File: src/rtl/pipeline_hazard_ctrl_pkg.sv
// Shared definitions for the pipeline hazard controller: stage indices
// into the per-stage valid vector and the sequencer state encoding.
package pipeline_hazard_ctrl_pkg;

  localparam int NUM_STAGES         = 5;
  localparam int STAGE_FETCH        = 0;
  localparam int STAGE_DECODE       = 1;
  localparam int STAGE_ALU          = 2;
  localparam int STAGE_MEMORYACCESS = 3;
  localparam int STAGE_WRITEBACK    = 4;

  // IDLE: one cycle after reset before fetching starts.
  // RUN: normal operation, the only state that accepts flush/trap requests.
  // FLUSH: one cycle after a taken branch redirect.
  // DRAIN: trap accepted, waiting for MEMORYACCESS/WRITEBACK to empty.
  typedef enum logic [1:0] {
    ST_IDLE  = 2'd0,
    ST_RUN   = 2'd1,
    ST_FLUSH = 2'd2,
    ST_DRAIN = 2'd3
  } hz_state_e;

endpackage

File: src/rtl/pipeline_hazard_ctrl_stall_watchdog.sv
// Stall performance counter plus a consecutive-stall watchdog with a
// sticky timeout flag. The performance counter wraps naturally; the
// consecutive counter saturates at the limit so it can never wrap back
// below it while a stall persists.
module pipeline_hazard_ctrl_stall_watchdog
  import pipeline_hazard_ctrl_pkg::*;
#(
  parameter int STALL_TIMEOUT = 1024,
  parameter int CNT_WIDTH     = 32
) (
  input  logic                 i_clk,
  input  logic                 i_rst_n,
  input  logic                 i_stall,
  output logic [CNT_WIDTH-1:0] o_stall_cycles,
  output logic                 o_stall_timeout
);

  localparam int RUN_W = $clog2(STALL_TIMEOUT + 1);
  localparam logic [RUN_W-1:0] RUN_LIMIT = RUN_W'(STALL_TIMEOUT);

  logic [CNT_WIDTH-1:0] perf_q, perf_d;
  logic [RUN_W-1:0]     run_q, run_d;
  logic                 timeout_q, timeout_d;

  // Next-state for the counters: count stall cycles, restart the run on any
  // non-stall cycle, and latch the timeout once the run reaches the limit.
  always_comb begin
    perf_d    = perf_q;
    run_d     = '0;
    timeout_d = timeout_q;
    if (i_stall) begin
      perf_d = perf_q + CNT_WIDTH'(1);
      run_d  = (run_q == RUN_LIMIT) ? run_q : run_q + RUN_W'(1);
    end
    if (run_d == RUN_LIMIT) begin
      timeout_d = 1'b1;
    end
  end

  // Counter registers, cleared asynchronously.
  always_ff @(posedge i_clk or negedge i_rst_n) begin
    if (!i_rst_n) begin
      perf_q    <= '0;
      run_q     <= '0;
      timeout_q <= 1'b0;
    end else begin
      perf_q    <= perf_d;
      run_q     <= run_d;
      timeout_q <= timeout_d;
    end
  end

  assign o_stall_cycles  = perf_q;
  assign o_stall_timeout = timeout_q;

endmodule

File: src/rtl/pipeline_hazard_ctrl.sv
// Central stall/flush sequencer for the 5-stage pipeline. Owns the
// per-stage valid registers, derives the stall chain from memory busy and
// the forwarding unit's stall, and sequences branch flushes and trap drains.
module pipeline_hazard_ctrl
  import pipeline_hazard_ctrl_pkg::*;
#(
  parameter int STALL_TIMEOUT = 1024,
  parameter int CNT_WIDTH     = 32
) (
  input  logic                 i_clk,
  input  logic                 i_rst_n,
  input  logic                 i_alu_force_stall,
  input  logic                 i_imem_busy,
  input  logic                 i_dmem_busy,
  input  logic                 i_flush_req,
  input  logic                 i_trap_req,
  output logic                 o_fetch_ce,
  output logic                 o_decoder_ce,
  output logic                 o_alu_ce,
  output logic                 o_memoryaccess_ce,
  output logic                 o_writeback_ce,
  output logic                 o_fetch_stall,
  output logic                 o_decoder_stall,
  output logic                 o_alu_stall,
  output logic                 o_memoryaccess_stall,
  output logic                 o_decoder_flush,
  output logic                 o_alu_flush,
  output logic                 o_pc_redirect,
  output logic                 o_trap_busy,
  output logic [CNT_WIDTH-1:0] o_stall_cycles,
  output logic                 o_stall_timeout
);

  hz_state_e             state_q, state_d;
  logic [NUM_STAGES-1:0] valid_q, valid_d;

  logic smem, salu, sdec, sfet;
  logic accept_trap, accept_flush;
  logic pc_redirect, decoder_flush, alu_flush;

  // Stall chain: a stall at a stage also holds every older stage.
  always_comb begin
    smem = i_dmem_busy & valid_q[STAGE_MEMORYACCESS];
    salu = smem | (i_alu_force_stall & valid_q[STAGE_ALU]);
    sdec = salu;
    sfet = sdec | i_imem_busy;
  end

  // Request acceptance: only in RUN and only when the ALU stage can move;
  // a trap wins over a simultaneous branch flush.
  always_comb begin
    accept_trap  = (state_q == ST_RUN) & i_trap_req & ~salu;
    accept_flush = (state_q == ST_RUN) & i_flush_req & ~i_trap_req & ~salu;
  end

  // Next state, next stage valids and the same-cycle redirect/flush pulses.
  always_comb begin
    state_d       = state_q;
    pc_redirect   = 1'b0;
    decoder_flush = 1'b0;
    alu_flush     = 1'b0;

    // Default valid propagation; a held stage in front of a moving stage
    // leaves a bubble behind it.
    valid_d[STAGE_FETCH]        = 1'b1;
    valid_d[STAGE_DECODE]       = sdec ? valid_q[STAGE_DECODE]
                                       : (valid_q[STAGE_FETCH] & ~i_imem_busy);
    valid_d[STAGE_ALU]          = salu ? valid_q[STAGE_ALU] : valid_q[STAGE_DECODE];
    valid_d[STAGE_MEMORYACCESS] = smem ? valid_q[STAGE_MEMORYACCESS]
                                       : (valid_q[STAGE_ALU] & ~salu);
    valid_d[STAGE_WRITEBACK]    = valid_q[STAGE_MEMORYACCESS] & ~smem;

    case (state_q)
      ST_IDLE: begin
        state_d = ST_RUN;
      end
      ST_RUN: begin
        if (accept_trap) begin
          // The trapping instruction sits in ALU and never reaches
          // MEMORYACCESS; everything younger is discarded too.
          state_d                     = ST_DRAIN;
          pc_redirect                 = 1'b1;
          decoder_flush               = 1'b1;
          alu_flush                   = 1'b1;
          valid_d[STAGE_FETCH]        = 1'b0;
          valid_d[STAGE_DECODE]       = 1'b0;
          valid_d[STAGE_ALU]          = 1'b0;
          valid_d[STAGE_MEMORYACCESS] = 1'b0;
        end else if (accept_flush) begin
          // The branch itself moves on to MEMORYACCESS; only the two
          // wrong-path instructions behind it are killed.
          state_d               = ST_FLUSH;
          pc_redirect           = 1'b1;
          decoder_flush         = 1'b1;
          alu_flush             = 1'b1;
          valid_d[STAGE_DECODE] = 1'b0;
          valid_d[STAGE_ALU]    = 1'b0;
        end
      end
      ST_FLUSH: begin
        state_d = ST_RUN;
      end
      ST_DRAIN: begin
        // Front of the pipe stays empty until the older instructions have
        // retired; fetch restarts on the first RUN cycle.
        valid_d[STAGE_FETCH]  = 1'b0;
        valid_d[STAGE_DECODE] = 1'b0;
        valid_d[STAGE_ALU]    = 1'b0;
        if (!valid_q[STAGE_MEMORYACCESS] && !valid_q[STAGE_WRITEBACK]) begin
          state_d              = ST_RUN;
          valid_d[STAGE_FETCH] = 1'b1;
        end
      end
      default: begin
        state_d = ST_IDLE;
      end
    endcase
  end

  // State and valid registers, cleared asynchronously.
  always_ff @(posedge i_clk or negedge i_rst_n) begin
    if (!i_rst_n) begin
      state_q <= ST_IDLE;
      valid_q <= '0;
    end else begin
      state_q <= state_d;
      valid_q <= valid_d;
    end
  end

  pipeline_hazard_ctrl_stall_watchdog #(
    .STALL_TIMEOUT (STALL_TIMEOUT),
    .CNT_WIDTH     (CNT_WIDTH)
  ) u_stall_watchdog (
    .i_clk           (i_clk),
    .i_rst_n         (i_rst_n),
    .i_stall         (salu),
    .o_stall_cycles  (o_stall_cycles),
    .o_stall_timeout (o_stall_timeout)
  );

  assign o_fetch_ce           = valid_q[STAGE_FETCH];
  assign o_decoder_ce         = valid_q[STAGE_DECODE];
  assign o_alu_ce             = valid_q[STAGE_ALU];
  assign o_memoryaccess_ce    = valid_q[STAGE_MEMORYACCESS];
  assign o_writeback_ce       = valid_q[STAGE_WRITEBACK];
  assign o_fetch_stall        = sfet;
  assign o_decoder_stall      = sdec;
  assign o_alu_stall          = salu;
  assign o_memoryaccess_stall = smem;
  assign o_decoder_flush      = decoder_flush;
  assign o_alu_flush          = alu_flush;
  assign o_pc_redirect        = pc_redirect;
  assign o_trap_busy          = (state_q == ST_DRAIN);

endmodule

File: config.mk
export PLATFORM = sky130hd
export DESIGN_NAME = pipeline_hazard_ctrl
export DESIGN_NICKNAME = d
export VERILOG_FILES = /design/src/rtl/pipeline_hazard_ctrl_pkg.sv /design/src/rtl/pipeline_hazard_ctrl_stall_watchdog.sv /design/src/rtl/pipeline_hazard_ctrl.sv
export SDC_FILE = /design/constraint.sdc
export NUM_CORES = 1
export LEC_CHECK = 0
export CAP_MARGIN = 30
export CORE_UTILIZATION = 52
export CTS_BUF_LIST = sky130_fd_sc_hd__clkbuf_2
export CTS_CLUSTER_DIAMETER = 150
export DETAILED_ROUTE_END_ITERATION = 6
export HOLD_SLACK_MARGIN = 0.1
export PLACE_DENSITY = 0.82
export RECOVER_POWER = 100
export SYNTH_ARGS = -nofsm -noshare
export SYNTH_HDL_FRONTEND = slang
export SYNTH_SLANG_ARGS = --single-unit
File: constraint.sdc
create_clock -name i_clk -period 2.9 [get_ports i_clk]
set_clock_uncertainty 0.1 [all_clocks]
set_input_delay 0.87 -clock i_clk [delete_from_list [all_inputs] [get_ports i_clk]]
set_output_delay 0.87 -clock i_clk [all_outputs]
set_load 0.1 [all_outputs]
==> results_dict.tcl <==
set metrics [dict create \
    status "finished, violations left" \
    violations "design-rule violations, negative setup slack" \
    min_path_cells 1 \
    setup_slack_ns -0.00488 \
    firstDrtPassIters 7 \
    slowest_stage "nor2b_4" \
    min_to "u_stall_watchdog.o_stall_cycles[23]" \
    cap_viol_max_count 0 \
    worst_pin_slew_ns 1.26 \
    wl_met3_um 198 \
    grt_pass1_vias 1863 \
    dieArea_um2 5010 \
    hold_buffers 0 \
    syn_to_final_growth_pct 28.5 \
    setup_violations 3 \
    rows 24 \
    die_h_um 70.8 \
    p_int_mw 1.00 \
    p_sw_share_pct 43.7 \
    yosys.area.top_type "dfrtp_1" \
    via_per_inst 5.44 \
    ir_drop_uv 449 \
    grt_usage_pct 21.6 \
    grt-ovfl-total 0 \
    r2r-start "valid_q[3]" \
    yosys_warnings 0 \
    grt_pass1_wl_um 8670 \
    fin_cells 355 \
    gp_congestion 0.890 \
    p_sw_mw 0.778 \
    h-tree-depth 2 \
    slowest_delay_ns 0.29 \
    synthFlopType "dfrtp_1" \
    clock_path_buffers 2 \
    required_ns 1.93 \
    synthTopCellsByCount "51 x dfrtp_1, 26 x xnor2_1, 24 x nor2_1, 21 x nand2_1, 14 x xor2_1" \
    r2r-end "u_stall_watchdog.o_stall_cycles[22]" \
    ant_nets 0 \
    end_kind "output port" \
    antenna_found_initial 0 \
    synth.net_count 245 \
    wl_met2_um 2380 \
    drv_slew 0 \
    worst_ep_arrival_time_ns 1.93 \
    grt_max_degree 28 \
    cts_root_buf "clkbuf_2" \
    async_flop_share_pct 100 \
    synth.most_common_cell "dfrtp_1" \
    clkPwrFrac_pct 15.1 \
    ys_top_cells_by_area "dfrtp_1 52%, xnor2_1 9.3%, xor2_1 5.0%" \
    critPathKind "input pin to output port" \
    place_area_um2 3110 \
    synth.avg_cell_area_um2 10.5 \
    cts_tree "done" \
    final_nets 312 \
    drive_above_1_share_pct 27.4 \
    ys_seq_area_share_pct 51.9 \
    core_um2 4440 \
    hp-start "u_stall_watchdog.o_stall_cycles[23]" \
    synth.distinct_cells 40 \
    maxSlewHeadroom_pct 15.9 \
    cpLargestDelayFamily "simple AND/OR/NAND/NOR gates" \
    drt_iter0_drc 109 \
    dieWidth_um 70.8 \
    cp_cell_sequence "buf_6 > a22oi_2 > inv_2 > nor3b_2 > nor2b_4 > buf_12" \
    fin_util_pct 71.1 \
    fmax_mhz 344 \
    io_buffer_count 52 \
    finalHoldViolations 0 \
    wirelength_um 4890 \
    min_period_ns 2.90 \
    rsz0062_at_grt "yes" \
    p_seq_share_pct 44.8 \
    vias 1931 \
    combPwrFrac_pct 40.1 \
    dr.max_layer_used "met4" \
    fin_total_pwr_mw 1.78 \
    synth-seq-cells 51 \
    start_util_pct 55.3 \
    finalHoldWorstSlack_ns 0.411 \
    hp-class "flop to flop" \
    dpl.hpwl_um 3710 \
    crit_cells 6 \
    syn-cell-area_um2 2460 \
    place_ws_ns -0.339 \
    numCtsBuffers 5 \
    yosysTopAreaCellShare_pct 51.9 \
    cp_max_fo 4 \
    r2r_setup_slack_ns 0.60 \
    tns_ns -0.0131 \
    clk_pin_slew_ns 0.23 \
    diodes 0 \
    period_share_pct 100 \
    final_area_um2 3160 \
    rr_worst_depth 9 \
    crit_buf_inv 3 \
    drt_drc_violations_left 2 \
    leakage_nw 1.54 \
    p_per_area_nw_per_um2 564 \
    clk_latency_ns 0.42 \
    post_drt_wl_per_cell_um 13.8 \
    synth_edf_count 0 \
    clock-sinks 51 \
    dp.cells 344 \
    drt-met1-wl_um 2260 \
    synth_cells 235 \
    io_pins 53 \
    startpoint_type "input pin" \
]
[flip-flops by register name (all words and copies together) (netlist names)]
| signal | count |
|---|---|
| state_q | 2 |
| u_stall_watchdog.o_stall_timeout | 1 |
| valid_q | 5 |
| u_stall_watchdog.o_stall_cycles | 32 |
| u_stall_watchdog.run_q | 11 |
[placed cells by master, fill, tap and decap left out, types with 3 or more instances in the layout]
cell,netlist,final
nand3_1,9,9
nand2_1,21,21
a21oi_1,3,3
xnor2_1,26,26
nor2_1,24,23
or3_1,3,3
xor2_1,14,14
and4_1,6,6
buf_12,0,7
ha_1,3,3
and3_1,6,6
a31oi_1,3,3
clkdlybuf4s50_1,0,3
clkbuf_2,0,5
o21ai_0,6,6
dfrtp_1,51,49
inv_1,9,8
nand4_1,12,12
nand3b_1,3,3
buf_4,3,54
[cell families (layout without fill, tap and decap cells)]
group	count (synthesis)	count (layout)	synth area share, %
and+or+nand+nor	103	103	23.9
xor gates and xnor gates	40	40	14.2
adders and majority gates	3	3	1.53
buffers and inverters	18	86	3.31
DFF	51	51	51.9
AOI/OAI and AO/OA	20	20	5.14
[worst max path at each step]
stage                      from               to  slack [ns]
floorplan           i_dmem_busy  o_decoder_flush       -0.28
global placement    i_dmem_busy    o_pc_redirect       -0.30
detailed placement  i_dmem_busy  o_decoder_flush       -0.34
CTS                 i_dmem_busy  o_decoder_flush       0.001
global route         valid_q[3]  o_decoder_flush       -0.09
finish              i_dmem_busy  o_decoder_flush      -0.005
[layout make-up]
type                            instances  area (um^2)
Fill cell                             348         1280
Sequential cell                        51         1280
Multi-Input combinational cell        166         1130
Timing Repair Buffer                   68          608
Tap cell                               52         65.1
Inverter                               10         41.3
Clock buffer                            5         25.0
Clock inverter                          3         15.0
[power groups by stage]
stage | clock [mW] | sequential [mW] | combinational, mW
after global placement | 0 | 0.810 | 0.703
after global routing | 0.304 | 0.807 | 0.743
after detailed placement | 0 | 0.811 | 0.707
after floorplan | 0 | 1.00 | 0.357
final | 0.268 | 0.799 | 0.715
after CTS | 0.278 | 0.798 | 0.718
[per-layer routing]
layer / vias to the layer above / global-route usage, %
li1: 938 / -
met1: 939 / 29.2
met2: 47 / 35.9
met3: 7 / 4.99
met4: 0 / 4.89
met5: - / 0
[repair_timing]
action                                  CTS  global route
pin swaps                                 2             0
buffers inserted                          2             1
endpoints found under the setup margin    6             3
resized for setup                         9             1
(Power assumes the default switching activity.)
